--- src/rtl/batch_out_fifo_pkg.sv ---
// Shared definitions for the batch filter output path.
// Holds the filter result width and the offset-binary to two's complement
// conversion used wherever filter results are re-interpreted as signed.
package BatchOut_p;

  localparam int unsigned OUT_WIDTH = 12;

  // Offset binary -> two's complement: flipping the MSB re-centres the code.
  function automatic logic [OUT_WIDTH-1:0] offset_to_signed(input logic [OUT_WIDTH-1:0] x);
    return {~x[OUT_WIDTH-1], x[OUT_WIDTH-2:0]};
  endfunction

endpackage : BatchOut_p

--- src/rtl/batch_out_fifo_mem.sv ---
// FifoMem: first-word-fall-through register FIFO.
// Ports:
//   clk, rst        - clock, asynchronous active-high reset (clears storage too)
//   push, pop       - raw requests; push is refused while full unless popping,
//                     pop is ignored while empty
//   wrData          - word written on an accepted push
//   rdData          - current head (mem[rd_ptr])
//   full, empty     - occupancy flags
//   level           - occupancy, 0..DEPTH
module FifoMem #(
  parameter int unsigned WIDTH = 12,
  parameter int unsigned DEPTH = 16
) (
  input  logic                     clk,
  input  logic                     rst,
  input  logic                     push,
  input  logic                     pop,
  input  logic [WIDTH-1:0]         wrData,
  output logic [WIDTH-1:0]         rdData,
  output logic                     full,
  output logic                     empty,
  output logic [$clog2(DEPTH):0]   level
);

  localparam int unsigned AW = $clog2(DEPTH);
  localparam int unsigned PW = AW + 1;

  logic [WIDTH-1:0] mem_q [DEPTH];
  logic [WIDTH-1:0] mem_d [DEPTH];
  logic [PW-1:0]    wr_ptr_q, wr_ptr_d;
  logic [PW-1:0]    rd_ptr_q, rd_ptr_d;
  logic             wr_en_c;
  logic             rd_en_c;

  // Extra pointer MSB separates the full and empty cases when low bits match.
  assign empty = (wr_ptr_q == rd_ptr_q);
  assign full  = (wr_ptr_q[AW-1:0] == rd_ptr_q[AW-1:0]) && (wr_ptr_q[AW] != rd_ptr_q[AW]);
  assign level = wr_ptr_q - rd_ptr_q;

  // A push into a full FIFO succeeds only when the head leaves on the same edge.
  assign rd_en_c = pop & ~empty;
  assign wr_en_c = push & (~full | rd_en_c);

  assign rdData = mem_q[rd_ptr_q[AW-1:0]];

  // Next-state for storage and pointers.
  always_comb begin
    mem_d    = mem_q;
    wr_ptr_d = wr_ptr_q;
    rd_ptr_d = rd_ptr_q;
    if (wr_en_c) begin
      mem_d[wr_ptr_q[AW-1:0]] = wrData;
      wr_ptr_d                = wr_ptr_q + PW'(1);
    end
    if (rd_en_c) begin
      rd_ptr_d = rd_ptr_q + PW'(1);
    end
  end

  // State registers.
  always_ff @(posedge clk or posedge rst) begin
    if (rst) begin
      mem_q    <= '{default: '0};
      wr_ptr_q <= '0;
      rd_ptr_q <= '0;
    end else begin
      mem_q    <= mem_d;
      wr_ptr_q <= wr_ptr_d;
      rd_ptr_q <= rd_ptr_d;
    end
  end

endmodule : FifoMem

--- src/rtl/batch_out_fifo.sv ---
// batch_out_fifo: buffers filter results onto a ready/valid stream.
// Ports:
//   clk, rst              - clock, asynchronous active-high reset
//   in, inValid, inStrobe - filter result (offset binary), valid level, per-result pulse
//   outData, outValid     - FIFO head and its valid flag (first-word fall-through)
//   outReady              - consumer accepts the head
//   level                 - current occupancy
//   overflow, dropCnt     - sticky drop flag and saturating drop count
//   clr                   - synchronous clear of overflow/dropCnt
// The filter cannot be stalled, so a push into a full FIFO is dropped and counted.
module batch_out_fifo
  import BatchOut_p::*;
#(
  parameter int unsigned WIDTH      = OUT_WIDTH,
  parameter int unsigned DEPTH      = 16,
  parameter bit          SIGNED_OUT = 1'b1,
  parameter int unsigned CNT_W      = 8
) (
  input  logic                    clk,
  input  logic                    rst,
  input  logic [WIDTH-1:0]        in,
  input  logic                    inValid,
  input  logic                    inStrobe,
  output logic [WIDTH-1:0]        outData,
  output logic                    outValid,
  input  logic                    outReady,
  output logic [$clog2(DEPTH):0]  level,
  output logic                    overflow,
  output logic [CNT_W-1:0]        dropCnt,
  input  logic                    clr
);

  localparam logic [CNT_W-1:0] CNT_MAX = '1;

  logic [WIDTH-1:0] wr_word_c;
  logic             push_c;
  logic             pop_c;
  logic             drop_c;
  logic             full_c;
  logic             empty_c;
  logic             overflow_q, overflow_d;
  logic [CNT_W-1:0] drop_cnt_q, drop_cnt_d;

  // Optional sign conversion of the stored word.
  generate
    if (!SIGNED_OUT) begin : g_pass
      assign wr_word_c = in;
    end else if (WIDTH == OUT_WIDTH) begin : g_pkg_conv
      assign wr_word_c = offset_to_signed(in);
    end else begin : g_gen_conv
      assign wr_word_c = {~in[WIDTH-1], in[WIDTH-2:0]};
    end
  endgenerate

  // Results arriving while the filter is not valid are discarded silently.
  assign push_c   = inStrobe & inValid;
  assign pop_c    = outValid & outReady;
  assign drop_c   = push_c & full_c & ~pop_c;
  assign outValid = ~empty_c;

  FifoMem #(
    .WIDTH (WIDTH),
    .DEPTH (DEPTH)
  ) u_mem (
    .clk    (clk),
    .rst    (rst),
    .push   (push_c),
    .pop    (pop_c),
    .wrData (wr_word_c),
    .rdData (outData),
    .full   (full_c),
    .empty  (empty_c),
    .level  (level)
  );

  // Drop bookkeeping; a clear in the same cycle as a drop takes priority.
  always_comb begin
    overflow_d = overflow_q;
    drop_cnt_d = drop_cnt_q;
    if (clr) begin
      overflow_d = 1'b0;
      drop_cnt_d = '0;
    end else if (drop_c) begin
      overflow_d = 1'b1;
      if (drop_cnt_q != CNT_MAX) begin
        drop_cnt_d = drop_cnt_q + CNT_W'(1);
      end
    end
  end

  always_ff @(posedge clk or posedge rst) begin
    if (rst) begin
      overflow_q <= 1'b0;
      drop_cnt_q <= '0;
    end else begin
      overflow_q <= overflow_d;
      drop_cnt_q <= drop_cnt_d;
    end
  end

  assign overflow = overflow_q;
  assign dropCnt  = drop_cnt_q;

endmodule : batch_out_fifo

--- config.mk ---
export PLATFORM = sky130hd
export DESIGN_NAME = batch_out_fifo
export DESIGN_NICKNAME = d
export VERILOG_FILES = /design/src/rtl/batch_out_fifo_pkg.sv /design/src/rtl/batch_out_fifo_mem.sv /design/src/rtl/batch_out_fifo.sv
export SDC_FILE = /design/constraint.sdc
export NUM_CORES = 1
export LEC_CHECK = 0
export ABC_CLOCK_PERIOD_IN_PS = 21300
export CAP_MARGIN = 20
export CORE_MARGIN = 5
export CORE_UTILIZATION = 60
export DETAILED_ROUTE_END_ITERATION = 10
export PLACE_DENSITY = 0.78
export RECOVER_POWER = 25
export SLEW_MARGIN = 30
export SYNTH_ARGS = -nofsm -noshare
export SYNTH_HDL_FRONTEND = slang
export SYNTH_SLANG_ARGS = --single-unit
--- constraint.sdc ---
create_clock -name clk -period 21.3 [get_ports clk]
set_input_delay 3.195 -clock clk [delete_from_list [all_inputs] [get_ports clk]]
set_output_delay 3.195 -clock clk [all_outputs]
set_load 0.02 [all_outputs]
==> results.cfg, run 1 <==
[sta]
final.setup.tns_ps = 0
tightest_slew_ps = 5307
setup_viol = 0
hold_viol = 0
rsz0062_at_grt = no
maxSlewHeadroom_pct = -255.7
finalCritPeriodShare_pct = 36.19
fmax_mhz = 129.7
clock_skew_ps = 7.907
final-max-slew-violation-count = 123
period_needed_ps = 7709

[die]
io-pin-count = 45
start_util_pct = 60.45
die_x_microns = 138.6
rows = 47
die_h_microns = 138.6
core_area_sq_um = 16410
die_area_sq_um = 19200

[route]
dr_total_vias = 5932
drc_errors = 0
wirelength_mm = 21.41
via_per_inst = 6.297
ant_nets = 0
first_iter_violations = 243
dr.pass1.iters = 5
avgRoutedWirePerCell_microns = 22.73

[synthesis]
ys_async_sr_fraction_pct = 100.0
ys_seq_elements = 211
syn-cell-area_sq_um = 9918
synthTopCellsByArea = dfrtp_1 (53%), mux2_2 (15%), mux4_2 (11%)
synth_nets = 710
avgSynthCellArea_sq_um = 14.56
synthCells = 681
synth_flop_cell = dfrtp_1
synth.most_common_cell = dfrtp_1
synth_top_area_share_pct = 53.24
ys_warn_count = 0
yosys.area.top_type = dfrtp_1
ys_seq_area_share_pct = 53.24
synth_cell_type_count = 42
yosys-top-cells-count = dfrtp_1 (211), mux2_2 (134), mux4_2 (48)
synth_edf_count = 0

[outcome]
status = finished, violations left
violations = max-capacitance violations, max-slew violations

[place]
gp_congestion = 0.7627
port_buffers = 44
hpwl_mm = 13.62

[worst_hold_path]
hold_path_class = register to register
hold_start = u_mem.mem_q[102]

[setup_path]
r2r-start = u_mem.rd_ptr_q[1]
arrival_ps = 6770
worst-path-buf-inv = 2
start_kind = primary input
slowest_stage = clkinvlp_2
cp.required_ps = 20360
cp-startpoint = rst
crit_family = buffers and inverters
cp-end-kind = asynchronous set/reset pin
crit_path_max_incr_delay_ps = 2950
crit_path_max_fanout = 122
crit_chain = dlygate4sd3_1, clkinvlp_2
worst-setup-path-type = primary input to asynchronous set/reset pin

[clock_tree]
cts.sinks = 211
cts_setup_buffers = 0
cts-root-buf = clkbuf_16
cts-resized-gates = 0
ctsHoldBuffers = 0
cts_buffer_depth = 3
insertion_delay_ps = 500
h-tree-depth = 1
cts_made_buffers = 22
cts_tree = yes
clk_pin_slew_worst_paths_ps = 60

[run]
maxCapViolCount = 1

[grt]
first_global_vias = 6533
gr-total-overflow = 0
grt_pass1_wl_mm = 35.57
antenna_found_initial = 0
track_usage_pct = 22.87
grt_max_degree = 123

[power]
ir_drop_v = 0.0001403
power.leakage_nw = 4.926
finalPower_mw = 1.741
p_per_area_nw_per_um2 = 154.4

[layout]
n_antenna_cell = 0
drive_gt1_share_pct = 35.60
nFillCells = 1075
final_nets = 736
area_growth_pct = 13.69
==> flip-flops by register name (all words and copies together) (netlist names) <==
signal and cells:
u_mem.mem_q 192, u_mem.wr_ptr_q 5, overflow 1, u_mem.rd_ptr_q 5, dropCnt 8
==> final timing paths <==
check,cells after the start,end,slack (ps)
hold reg to reg,1,u_mem.mem_q[102],480
setup reg to reg,7,u_mem.mem_q[1],17800
min in group asynchronous,2,u_mem.mem_q[87],4790
setup / recovery,2,u_mem.rd_ptr_q[0],13590
hold / removal,1,u_mem.mem_q[102],480
max in group clk,7,level[3],14900
==> cells by family after synthesis <==
logic type      after synthesis  share of synthesized area [%]
xor+xnor                     13                          1.148
simple gates                 69                          3.557
flops                       211                          53.24
mux                         225                          30.98
compound gates               82                          6.409
buf+inv                      70                          3.204
fa+ha+maj                    11                          1.463
==> per-layer routing <==
layer	share of wire [%]	track usage, %	wire length, microns	vias up
met3	3.9	3.517	832	50
met1	43	31.00	9166	3142
li1	-	-	-	2592
met4	3.1	7.748	670	0
met2	50	38.31	10740	148
met5	0	0	0	-
==> stage by stage <==
| step | hold slack [ps] | util (%) | worst slack (ps) | instance area (sq um) | std cells |
|---|---|---|---|---|---|
| 6_report | 484.3 | 68.73 | 13590 | 11280 | 942 |
| 5_1_grt | 502.6 | 68.73 | 12360 | 11280 | 942 |
| 4_1_cts | 487.6 | 68.76 | 14850 | 11280 | 942 |
| 2_1_floorplan | 444.6 | - | 12340 | 9918 | 681 |
| 3_3_place_gp | 457.5 | 63.85 | 15230 | 10480 | 902 |
| 3_5_place_dp | 465.7 | 64.18 | 15410 | 10530 | 903 |
==> cell type report <==
| class | count | area, sq um | area share [%] |
|---|---|---|---|
| clock buffer | 30 | 640.6 | 5.681 |
| clock inverter | 9 | 111.4 | 0.9876 |
| inverter | 16 | 61.31 | 0.5437 |
| multi-input combinational | 400 | 4355 | 38.63 |
| sequential | 211 | 5285 | 46.87 |
| tap | 220 | 275.3 | 2.441 |
| timing repair buffer | 56 | 546.8 | 4.849 |
==> report_power, final <==
part | internal, mW | switching, mW
clock network | 0.235 | 0.155
registers | 0.561 | 0.107
logic | 0.360 | 0.323
total | 1.16 | 0.585
==> placed cells by master (no fill, tap or decap), types with 3 or more instances in the layout <==
cell / instances
o21ai_0: 19
dfrtp_1: 209
or4_1: 4
clkdlybuf4s50_1: 43
clkbuf_16: 22
nor2_2: 12
mux2_1: 42
clkinv_2: 4
o31ai_1: 16
nor2_1: 6
nand4_1: 6
xor2_1: 3
nand2_1: 23
o311ai_2: 4
clkbuf_8: 6
a21oi_1: 10
mux4_2: 48
a22oi_1: 24
ha_1: 10
xnor2_1: 10
inv_1: 15
buf_4: 10
mux2_2: 134
nand3_1: 3
o311ai_4: 3
Note: power is estimated with default switching activity, not from simulation.
==> inputs of run 2 (changes only) <==
ABC_CLOCK_PERIOD_IN_PS = 7450   (was 21300)
clock period = 7.45 ns   (was 21.3 ns; I/O delays follow)
==> run 2 against run 1 <==
  * The run now ends clean
  * Combinational power grew to 2.9 times the previous value
  * Via count shrank 1.4%
  * Clock skew grew 6.4 ps
  * Sequential share of layout area grew 0.13 points
  * Register-to-register slack lost 14000 ps
  * Critical path depth grew 5
  * Clock power grew to 2.6 times the previous value
  * Final cell count grew 0.21%
  * Critical endpoint is now level[3]
  * Largest cell class unchanged
==> results.cfg, run 2 (synthesis results as in run 1) <==
[outcome]
status = finished, final reports clean

[setup_path]
worst-setup-path-type = register to output pin
cp-end-kind = output pin
cp.required_ps = 6330
crit_path_max_fanout = 52
arrival_ps = 3170
start_kind = register

[place]
dp_cells = 904
hpwl_mm = 13.81
gp_congestion = 0.7642
port_buffers = 44
dp_slack_ps = 3650

[sta]
final-max-slew-violation-count = 0
hold_viol = 0
period_needed_ps = 4291
setup_viol = 0
tightest_slew_ps = 970.5
rsz0062_at_grt = no
final.setup.tns_ps = 0
finalCritPeriodShare_pct = 57.60
worst_slack_ps = 3159
clock_skew_ps = 14.28
maxSlewHeadroom_pct = 35.20
fmax_mhz = 233.1

[grt]
first_global_vias = 6576
track_usage_pct = 23.07
grt_max_degree = 141
gr-total-overflow = 0
antenna_found_initial = 0
grt_pass1_wl_mm = 35.79

[clock_tree]
cts.sinks = 211
h-tree-depth = 1
cts-resized-gates = 0
cts_made_buffers = 22
cts_buffer_depth = 3
cts-root-buf = clkbuf_16
ctsHoldBuffers = 0
insertion_delay_ps = 510
cts_tree = yes
clk_pin_slew_worst_paths_ps = 60
cts_setup_buffers = 0

[power]
netSwitchingPower_mw = 1.666
power.leakage_nw = 4.922
pwr-share-comb_pct = 40.8
switching_share_pct = 33.96
p_per_area_nw_per_um2 = 436.3
p_seq_share_pct = 38.2
ir_drop_v = 0.0003367
clkPwrFrac_pct = 21.0
p_int_mw = 3.240
finalPower_mw = 4.905

[route]
wirelength_mm = 21.52
avgRoutedWirePerCell_microns = 22.80
via_per_inst = 6.193
ant_nets = 0
first_iter_violations = 335
dr.pass1.iters = 4
drc_errors = 0
dr_total_vias = 5846

[die]
rows = 47
die_h_microns = 138.6
core_area_sq_um = 16410
start_util_pct = 60.45
die_area_sq_um = 19200
io-pin-count = 45
die_x_microns = 138.6

[layout]
mostFrequentLayoutCells = dfrtp_1 (209), mux2_2 (134), mux4_2 (48)
drive_gt1_share_pct = 35.36
final_common_cell = dfrtp_1
layout.cells.non_filler = 944
largest-register = u_mem.mem_q
area_growth_pct = 13.37
final_nets = 737
largest_reg_flops = 192
n_antenna_cell = 0

[run]
maxCapViolCount = 0

[worst_hold_path]
hold_path_class = register to register
run 2: cell count changes in the layout (fill, tap and decap cells not counted), moves of 2 or more:
cell,previous run,this run
clkbuf_1,2,5
clkinv_2,4,7
bufinv_16,2,0
clkinvlp_4,2,0
run 2: per-layer routing:
metal,global-route usage [%],wire length (microns)
met1,30.86,8970
met2,39.31,11090
met3,4.172,1062
met4,6.396,400
met5,0,0
run 2: final timing paths:
kind                                    from                end  slack [ps]  cells after the start
max in group asynchronous                rst  u_mem.rd_ptr_q[0]        5010                      3
setup / recovery           u_mem.rd_ptr_q[1]           level[3]        3160                      7
hold reg to reg             u_mem.mem_q[167]   u_mem.mem_q[167]         480                      2
min in group asynchronous                rst   u_mem.mem_q[151]        1170                      2
hold / removal              u_mem.mem_q[167]   u_mem.mem_q[167]         480                      2
setup reg to reg           u_mem.rd_ptr_q[1]     u_mem.mem_q[6]        3880                      7
run 2: layout make-up:
| class | instances | area, sq um |
|---|---|---|
| flip-flops and latches | 211 | 5285 |
| fillers | 1096 | 5162 |
| multi-input cells | 400 | 4355 |
| clock buffers | 32 | 638.1 |
| repair buffers | 57 | 566.8 |
| well taps | 220 | 275.3 |
| inverters | 16 | 72.57 |
| clock inverters | 8 | 51.30 |
run 2: metrics by stage:
stage	utilization (%)	area (sq um)	hold WS (ps)
after detailed placement	64.28	10550	465.8
after floorplan	-	9918	444.6
after global routing	68.54	11240	498.6
after CTS	68.48	11240	478.2
after global placement	63.85	10480	457.3
final	68.54	11240	477.0
run 2: power by group through the flow:
stage	clock [mW]	combinational (mW)	sequential, mW
final	1.03	2.00	1.87
after global routing	1.10	2.16	1.93
after CTS	1.05	2.03	1.87
after detailed placement	0	2.01	1.89
after global placement	0	1.83	1.91
after floorplan	0	1.45	1.77
run 2: critical path, cell delays in order (launching register included):
cell,delay [ps]
dfrtp_2,350
buf_4,600
inv_1,150
ha_1,400
a21o_1,210
a21oi_1,190
xnor2_1,140
clkdlybuf4s50_1,620
